### config.mk
export PLATFORM = sky130hd
export DESIGN_NAME = aux_phy_arbiter
export DESIGN_NICKNAME = d
export VERILOG_FILES = /design/src/rtl/aux_arb_pkg.sv /design/src/rtl/aux_reply_timer.sv /design/src/rtl/aux_phy_arbiter.sv
export SDC_FILE = /design/constraint.sdc
export NUM_CORES = 1
export LEC_CHECK = 0
export ABC_AREA = 1
export CAP_MARGIN = 10
export CORE_MARGIN = 2
export CORE_UTILIZATION = 30
export CTS_CLUSTER_DIAMETER = 40
export DETAILED_ROUTE_END_ITERATION = 6
export PLACE_DENSITY = 0.6
export SETUP_SLACK_MARGIN = 0.5
export SLEW_MARGIN = 10
export SYNTH_ARGS = -nofsm -noshare
export SYNTH_HDL_FRONTEND = slang
export SYNTH_SLANG_ARGS = --single-unit
### constraint.sdc
create_clock -name clk -period 1.6 [get_ports clk]
set_input_delay 0.32 -clock clk [delete_from_list [all_inputs] [get_ports clk]]
set_output_delay 0.32 -clock clk [all_outputs]
set_load 0.005 [all_outputs]
### src/rtl/aux_arb_pkg.sv
// Shared types and constants for the AUX PHY arbiter.
package aux_arb_pkg;

  localparam int LEN_W = 4;

  typedef enum logic [2:0] {
    ST_IDLE,
    ST_TX,
    ST_WAIT_REPLY,
    ST_RX,
    ST_DONE
  } arb_state_e;

  typedef enum logic {
    GNT_NAT = 1'b0,
    GNT_I2C = 1'b1
  } grant_e;

  // Round-robin pick: on a tie the requester not granted last time wins.
  function automatic grant_e pick_grant(input logic nat_req,
                                        input logic i2c_req,
                                        input grant_e last_gnt);
    grant_e gnt;
    if (nat_req && i2c_req) begin
      gnt = (last_gnt == GNT_NAT) ? GNT_I2C : GNT_NAT;
    end else if (nat_req) begin
      gnt = GNT_NAT;
    end else begin
      gnt = GNT_I2C;
    end
    return gnt;
  endfunction

endpackage

### src/rtl/aux_reply_timer.sv
// Reply timeout counter: counts enabled cycles, saturates at the limit.
module aux_reply_timer #(
  parameter int TIMEOUT_CYCLES = 400
) (
  input  logic clk,
  input  logic rst_n,
  input  logic clear,
  input  logic enable,
  output logic expired
);

  localparam int CNT_W = $clog2(TIMEOUT_CYCLES);
  localparam logic [CNT_W-1:0] LIMIT = CNT_W'(TIMEOUT_CYCLES - 1);

  logic [CNT_W-1:0] count_q;
  logic [CNT_W-1:0] count_d;

  assign expired = (count_q == LIMIT);

  // Clear has priority; counting stops at the limit so it never wraps.
  always_comb begin
    count_d = count_q;
    if (clear) begin
      count_d = '0;
    end else if (enable && !expired) begin
      count_d = count_q + CNT_W'(1);
    end
  end

  // Counter register.
  always_ff @(posedge clk) begin
    if (!rst_n) begin
      count_q <= '0;
    end else begin
      count_q <= count_d;
    end
  end

endmodule

### src/rtl/aux_phy_arbiter.sv
// Arbitrates the native and I2C-over-AUX requesters onto one AUX PHY channel.
module aux_phy_arbiter #(
  parameter int TIMEOUT_CYCLES = 400
) (
  input  logic       clk,
  input  logic       rst_n,
  input  logic       nat_req,
  input  logic [3:0] nat_len,
  input  logic [7:0] nat_data,
  input  logic       i2c_req,
  input  logic [3:0] i2c_len,
  input  logic [7:0] i2c_data,
  output logic       nat_rd,
  output logic       i2c_rd,
  output logic [7:0] arb_aux_out,
  output logic       arb_aux_out_vld,
  input  logic [7:0] bdi_aux_in,
  input  logic       bdi_aux_in_vld,
  output logic [7:0] rep_data,
  output logic       nat_rep_vld,
  output logic       i2c_rep_vld,
  output logic       nat_done,
  output logic       i2c_done,
  output logic       nat_timeout,
  output logic       i2c_timeout,
  output logic       busy
);

  import aux_arb_pkg::*;

  arb_state_e       state_q, state_d;
  grant_e           grant_q, grant_d;
  grant_e           last_q, last_d;
  logic [LEN_W-1:0] cnt_q, cnt_d;

  logic       nat_rd_q, nat_rd_d;
  logic       i2c_rd_q, i2c_rd_d;
  logic       tx_vld_q, tx_vld_d;
  logic [7:0] rep_data_q, rep_data_d;
  logic       nat_rep_vld_q, nat_rep_vld_d;
  logic       i2c_rep_vld_q, i2c_rep_vld_d;
  logic       nat_done_q, nat_done_d;
  logic       i2c_done_q, i2c_done_d;
  logic       nat_timeout_q, nat_timeout_d;
  logic       i2c_timeout_q, i2c_timeout_d;
  logic       busy_q, busy_d;

  logic [LEN_W-1:0] len_sel;
  logic             last_byte;
  logic             timer_en;
  logic             timer_clr;
  logic             timer_expired;

  assign len_sel   = (grant_q == GNT_NAT) ? nat_len : i2c_len;
  assign last_byte = (cnt_q == len_sel);

  // The timer runs from the last TX cycle through WAIT_REPLY, held at zero otherwise.
  assign timer_en  = ((state_q == ST_TX) && last_byte) || (state_q == ST_WAIT_REPLY);
  assign timer_clr = !timer_en;

  aux_reply_timer #(
    .TIMEOUT_CYCLES(TIMEOUT_CYCLES)
  ) u_timer (
    .clk    (clk),
    .rst_n  (rst_n),
    .clear  (timer_clr),
    .enable (timer_en),
    .expired(timer_expired)
  );

  // State, grant and byte-counter registers.
  always_ff @(posedge clk) begin
    if (!rst_n) begin
      state_q <= ST_IDLE;
      grant_q <= GNT_NAT;
      last_q  <= GNT_I2C;
      cnt_q   <= '0;
    end else begin
      state_q <= state_d;
      grant_q <= grant_d;
      last_q  <= last_d;
      cnt_q   <= cnt_d;
    end
  end

  // Next-state logic; the grant is only decided while leaving IDLE.
  always_comb begin
    state_d = state_q;
    grant_d = grant_q;
    last_d  = last_q;
    cnt_d   = cnt_q;
    unique case (state_q)
      ST_IDLE: begin
        if (nat_req || i2c_req) begin
          grant_d = pick_grant(nat_req, i2c_req, last_q);
          last_d  = grant_d;
          cnt_d   = '0;
          state_d = ST_TX;
        end
      end
      ST_TX: begin
        if (last_byte) begin
          state_d = ST_WAIT_REPLY;
        end else begin
          cnt_d = cnt_q + LEN_W'(1);
        end
      end
      ST_WAIT_REPLY: begin
        if (bdi_aux_in_vld) begin
          state_d = ST_RX;
        end else if (timer_expired) begin
          state_d = ST_IDLE;
        end
      end
      ST_RX: begin
        if (!bdi_aux_in_vld) begin
          state_d = ST_DONE;
        end
      end
      ST_DONE: begin
        state_d = ST_IDLE;
      end
      default: begin
        state_d = ST_IDLE;
      end
    endcase
  end

  // Output decode from the upcoming state so every flopped strobe lines up with its state.
  always_comb begin
    tx_vld_d      = (state_d == ST_TX);
    nat_rd_d      = tx_vld_d && (grant_d == GNT_NAT);
    i2c_rd_d      = tx_vld_d && (grant_d == GNT_I2C);
    rep_data_d    = rep_data_q;
    nat_rep_vld_d = 1'b0;
    i2c_rep_vld_d = 1'b0;
    if (bdi_aux_in_vld && ((state_q == ST_WAIT_REPLY) || (state_q == ST_RX))) begin
      rep_data_d    = bdi_aux_in;
      nat_rep_vld_d = (grant_q == GNT_NAT);
      i2c_rep_vld_d = (grant_q == GNT_I2C);
    end
    nat_done_d    = (state_d == ST_DONE) && (grant_q == GNT_NAT);
    i2c_done_d    = (state_d == ST_DONE) && (grant_q == GNT_I2C);
    nat_timeout_d = (state_q == ST_WAIT_REPLY) && !bdi_aux_in_vld && timer_expired &&
                    (grant_q == GNT_NAT);
    i2c_timeout_d = (state_q == ST_WAIT_REPLY) && !bdi_aux_in_vld && timer_expired &&
                    (grant_q == GNT_I2C);
    busy_d        = (state_d != ST_IDLE);
  end

  // Output registers.
  always_ff @(posedge clk) begin
    if (!rst_n) begin
      nat_rd_q      <= 1'b0;
      i2c_rd_q      <= 1'b0;
      tx_vld_q      <= 1'b0;
      rep_data_q    <= '0;
      nat_rep_vld_q <= 1'b0;
      i2c_rep_vld_q <= 1'b0;
      nat_done_q    <= 1'b0;
      i2c_done_q    <= 1'b0;
      nat_timeout_q <= 1'b0;
      i2c_timeout_q <= 1'b0;
      busy_q        <= 1'b0;
    end else begin
      nat_rd_q      <= nat_rd_d;
      i2c_rd_q      <= i2c_rd_d;
      tx_vld_q      <= tx_vld_d;
      rep_data_q    <= rep_data_d;
      nat_rep_vld_q <= nat_rep_vld_d;
      i2c_rep_vld_q <= i2c_rep_vld_d;
      nat_done_q    <= nat_done_d;
      i2c_done_q    <= i2c_done_d;
      nat_timeout_q <= nat_timeout_d;
      i2c_timeout_q <= i2c_timeout_d;
      busy_q        <= busy_d;
    end
  end

  // The TX byte is the requester's current byte, selected and gated by flopped
  // grant/valid, so the byte shown always matches the one the pop strobe consumes.
  assign arb_aux_out     = !tx_vld_q ? 8'h00 : ((grant_q == GNT_NAT) ? nat_data : i2c_data);
  assign arb_aux_out_vld = tx_vld_q;
  assign nat_rd          = nat_rd_q;
  assign i2c_rd          = i2c_rd_q;
  assign rep_data        = rep_data_q;
  assign nat_rep_vld     = nat_rep_vld_q;
  assign i2c_rep_vld     = i2c_rep_vld_q;
  assign nat_done        = nat_done_q;
  assign i2c_done        = i2c_done_q;
  assign nat_timeout     = nat_timeout_q;
  assign i2c_timeout     = i2c_timeout_q;
  assign busy            = busy_q;

endmodule

==> results.cfg <==
[critical_path]
critPathTopFamily = simple AND/OR/NAND/NOR gates
cp.required_ns = 1.78
cpMostUsedCell = nand2_2
critPathLaunch = grant_q
reg2reg_from = grant_q
crit_path_end = busy
crit_arrival_ns = 1.76
crit_slowest_cell = dfxtp_2
path_class = flop to flop
crit_chain = buf_6, buf_8, nand2_4, nand2_2, nand2_2, nand2_2, nor2_4, nand2_2, nand2_4, nand2_8, o21ai_4, nand2_1
max_stage_delay_ns = 0.34
setup.worst_path.start_class = flop
reg2regPathDepth = 12
critPathBufInv = 2
r2r_slack_ns = 0.03
worst_setup_path_end_kind = flop
worstPathMaxFanout = 6
crit_cells = 12
r2r-end = busy

[yosys]
synthArstFlopShare_pct = 0
synth_top_cell_by_area = dfxtp_1
yosysSeqAreaShare_pct = 40.4
syn_area_per_cell_um2 = 7.10
synthesis.area_mm2 = 0.00178
yosysMostFrequentCell = nor2_1
synthCells = 251
synth_edf_count = 0
synth_top_area_share_pct = 40.4
ys_seq_elements = 36
ys_types = 32
yosys_warnings = 0
synth_commonest_cells = 52 x nor2_1, 41 x nand2_1, 36 x dfxtp_1
synthFlopType = dfxtp_1
ys_top_cells_by_area = dfxtp_1 40%, nor2_1 11%, nand2_1 8.6%, nand3_1 6.2%, inv_1 4.6%
synth_fp_nets = 290

[layout]
fillers = 574
syn_to_final_growth_pct = 72.7
final_cells = 419
stdcell_area_mm2 = 0.00308
drive_above_1_share_pct = 47.7
seq_area_um2 = 747
n_antenna_cell = 0
final_nets = 382
multi_input_area_mm2 = 0.00126

[sta]
fin_crit_sh_pct = 98.3
rsz0062_at_grt = yes
setup_tns_ns = 0
hold_viol_final = 0
maxSlewHeadroom_pct = 80.5
timing.hold.ws_ns = 0.489
setup_viol_count_final = 0
slew_viol_final = 0
fmax_mhz = 636
period_minus_slack_ns = 1.57
worst-slew-pin-transition_ns = 0.292
skew_ns = 0.00411

[clock_tree]
clk_latency_ns = 0.29
cts_buffer_depth = 2
ctsHtreeMaxLevel = 2
cts_root_buf = clkbuf_8
clock_sinks = 36
cts-buffers-inserted = 5
path_clk_slew_ns = 0.07
hold_buffers = 0
cts_tree = built

[pwr]
netSwitchingPower_uw = 740
p_comb_share_pct = 30.9
clkPwrFrac_pct = 27.2
p_sw_share_pct = 31.7
power_frac_seq_pct = 41.9
power_mw = 2.34
p_int_mw = 1.60
irDropWorstVdd_mv = 0.539
p_leak_nw = 1.32
power_density_mw_per_mm2 = 759

[placement]
place_congestion = 0.773
post_dp_cell_area_mm2 = 0.00261
post-place-cells = 392
io_buffers = 62
dp_hpwl_um = 3250

[global_route]
grt.busiest_layer = met2
grt_antenna_before_repair = 0
grt_max_degree = 13
use_met1_pct = 17.8
grt_util_met3_pct = 4.78
track_usage_pct = 16.0
grt_util_met2_pct = 29.5
grt_pass1_wl_um = 8270
grt_overflow_total = 0
first_global_vias = 1829

[drt]
drtIter0Drc = 48
wirelength_um = 5110
firstDrtPassIters = 4
ant_nets = 0
num_vias = 1869
avgRoutedWirePerCell_um = 12.2
avgViaCountPerCell = 4.46
drc = 0

[floorplanning]
initial_core_util_pct = 30.7
dieArea_mm2 = 0.00658
io_pins = 63
core_area_mm2 = 0.00582
die_x_um = 81.1
die_y_um = 81.1
rows = 28

[worst_hold_path]
min_path_type = flop to flop

[run]
maxCapViolCount = 0

[run_status]
status = completed
-- layout make-up --
type                    count  share of cell area, %
repair buffers             89                   24.3
inverters                  31                   4.51
clock inverters             3                  0.610
clock buffers               5                   2.23
repair inverters            1                  0.284
flip-flops and latches     36                   24.3
well taps                  75                   3.05
multi-input cells         179                   40.8
-- state kept, by name, indices dropped and copies added (netlist names) --
register and count:
arb_aux_out_vld 1, busy 1, cnt_q 4, grant_q 1
i2c_done 1, i2c_rd 1, i2c_rep_vld 1, i2c_timeout 1
last_q 1, nat_done 1, nat_rd 1, nat_rep_vld 1
nat_timeout 1, rep_data 8, state_q 3, u_timer.count_q 9
-- cells by family (layout without fill, tap and decap cells) --
group / after synthesis / in the layout / synth area share (%)
AO/OA/AOI/OAI: 33 / 33 / 9.97
XOR/XNOR: 9 / 9 / 4.42
adder cells (fa/ha/maj): 2 / 2 / 1.40
buffers and inverters: 37 / 129 / 9.40
flip-flops: 36 / 36 / 40.4
AND/OR/NAND/NOR: 134 / 135 / 34.4
-- timing repair --
| item | CTS | global route |
|---|---|---|
| pin swaps | 15 | 13 |
| gates resized for setup | 155 | 60 |
| endpoints found under the setup margin | 56 | 42 |
| buffers inserted | 13 | 4 |
| cloned | 2 | 0 |
-- how the worst min path moves through the flow --
stage,from,to,slack [ns],cells past startpoint
6_report,rep_data[5],rep_data[5],0.49,2
5_1_grt,rep_data[6],rep_data[6],0.51,2
4_1_cts,last_q,last_q,0.47,2
3_5_place_dp,last_q,last_q,0.46,2
3_3_place_gp,last_q,last_q,0.46,2
2_1_floorplan,last_q,last_q,0.44,2
-- layout by cell type, fill, tap and decap left out, types with 3 or more instances in the layout --
cell	count
nand2_2	12
o21ai_1	4
o21ai_4	3
nand2_4	7
buf_4	19
nor2_2	10
dfxtp_4	3
nor2_1	34
buf_2	24
inv_2	8
nand2_1	28
nand2_8	4
clkbuf_8	5
buf_8	3
a21oi_1	7
o21ai_2	11
inv_1	18
clkdlybuf4s50_1	34
dfxtp_2	12
nand3_2	6
nand3_1	16
nor2_4	9
buf_6	5
a21oi_2	6
dfxtp_1	21
xor2_1	7
-- routing by layer --
metal / share of wire, % / up-vias
li1: - / 976
met4: 1.2 / 0
met5: 0 / -
met1: 41 / 833
met3: 6.8 / 6
met2: 51 / 54
-- power groups by stage --
stage          sequential (mW)  combinational, mW  clock (mW)
6_report                 0.979              0.721       0.637
2_1_floorplan            0.986              0.271           0
4_1_cts                  0.974              0.591       0.656
3_5_place_dp             0.993              0.516           0
3_3_place_gp             0.994              0.513           0
5_1_grt                  0.984              0.784       0.692
-- through the flow --
step / setup slack (ns) / utilization (%)
floorplan: 0.247 / -
global placement: -0.164 / 44.8
detailed placement: -0.172 / 44.8
CTS: 0.0639 / 48.7
global route: -0.0573 / 52.9
finish: 0.0270 / 52.9
-- worst register-to-register path: cells and delay by family (launching register included) --
family	cells	cell delay, ns
AOI/OAI and AO/OA	1	0.16
DFF	1	0.34
and+or+nand+nor	9	0.70
buffers and inverters	2	0.26
Power figures use the tool's default switching activity.
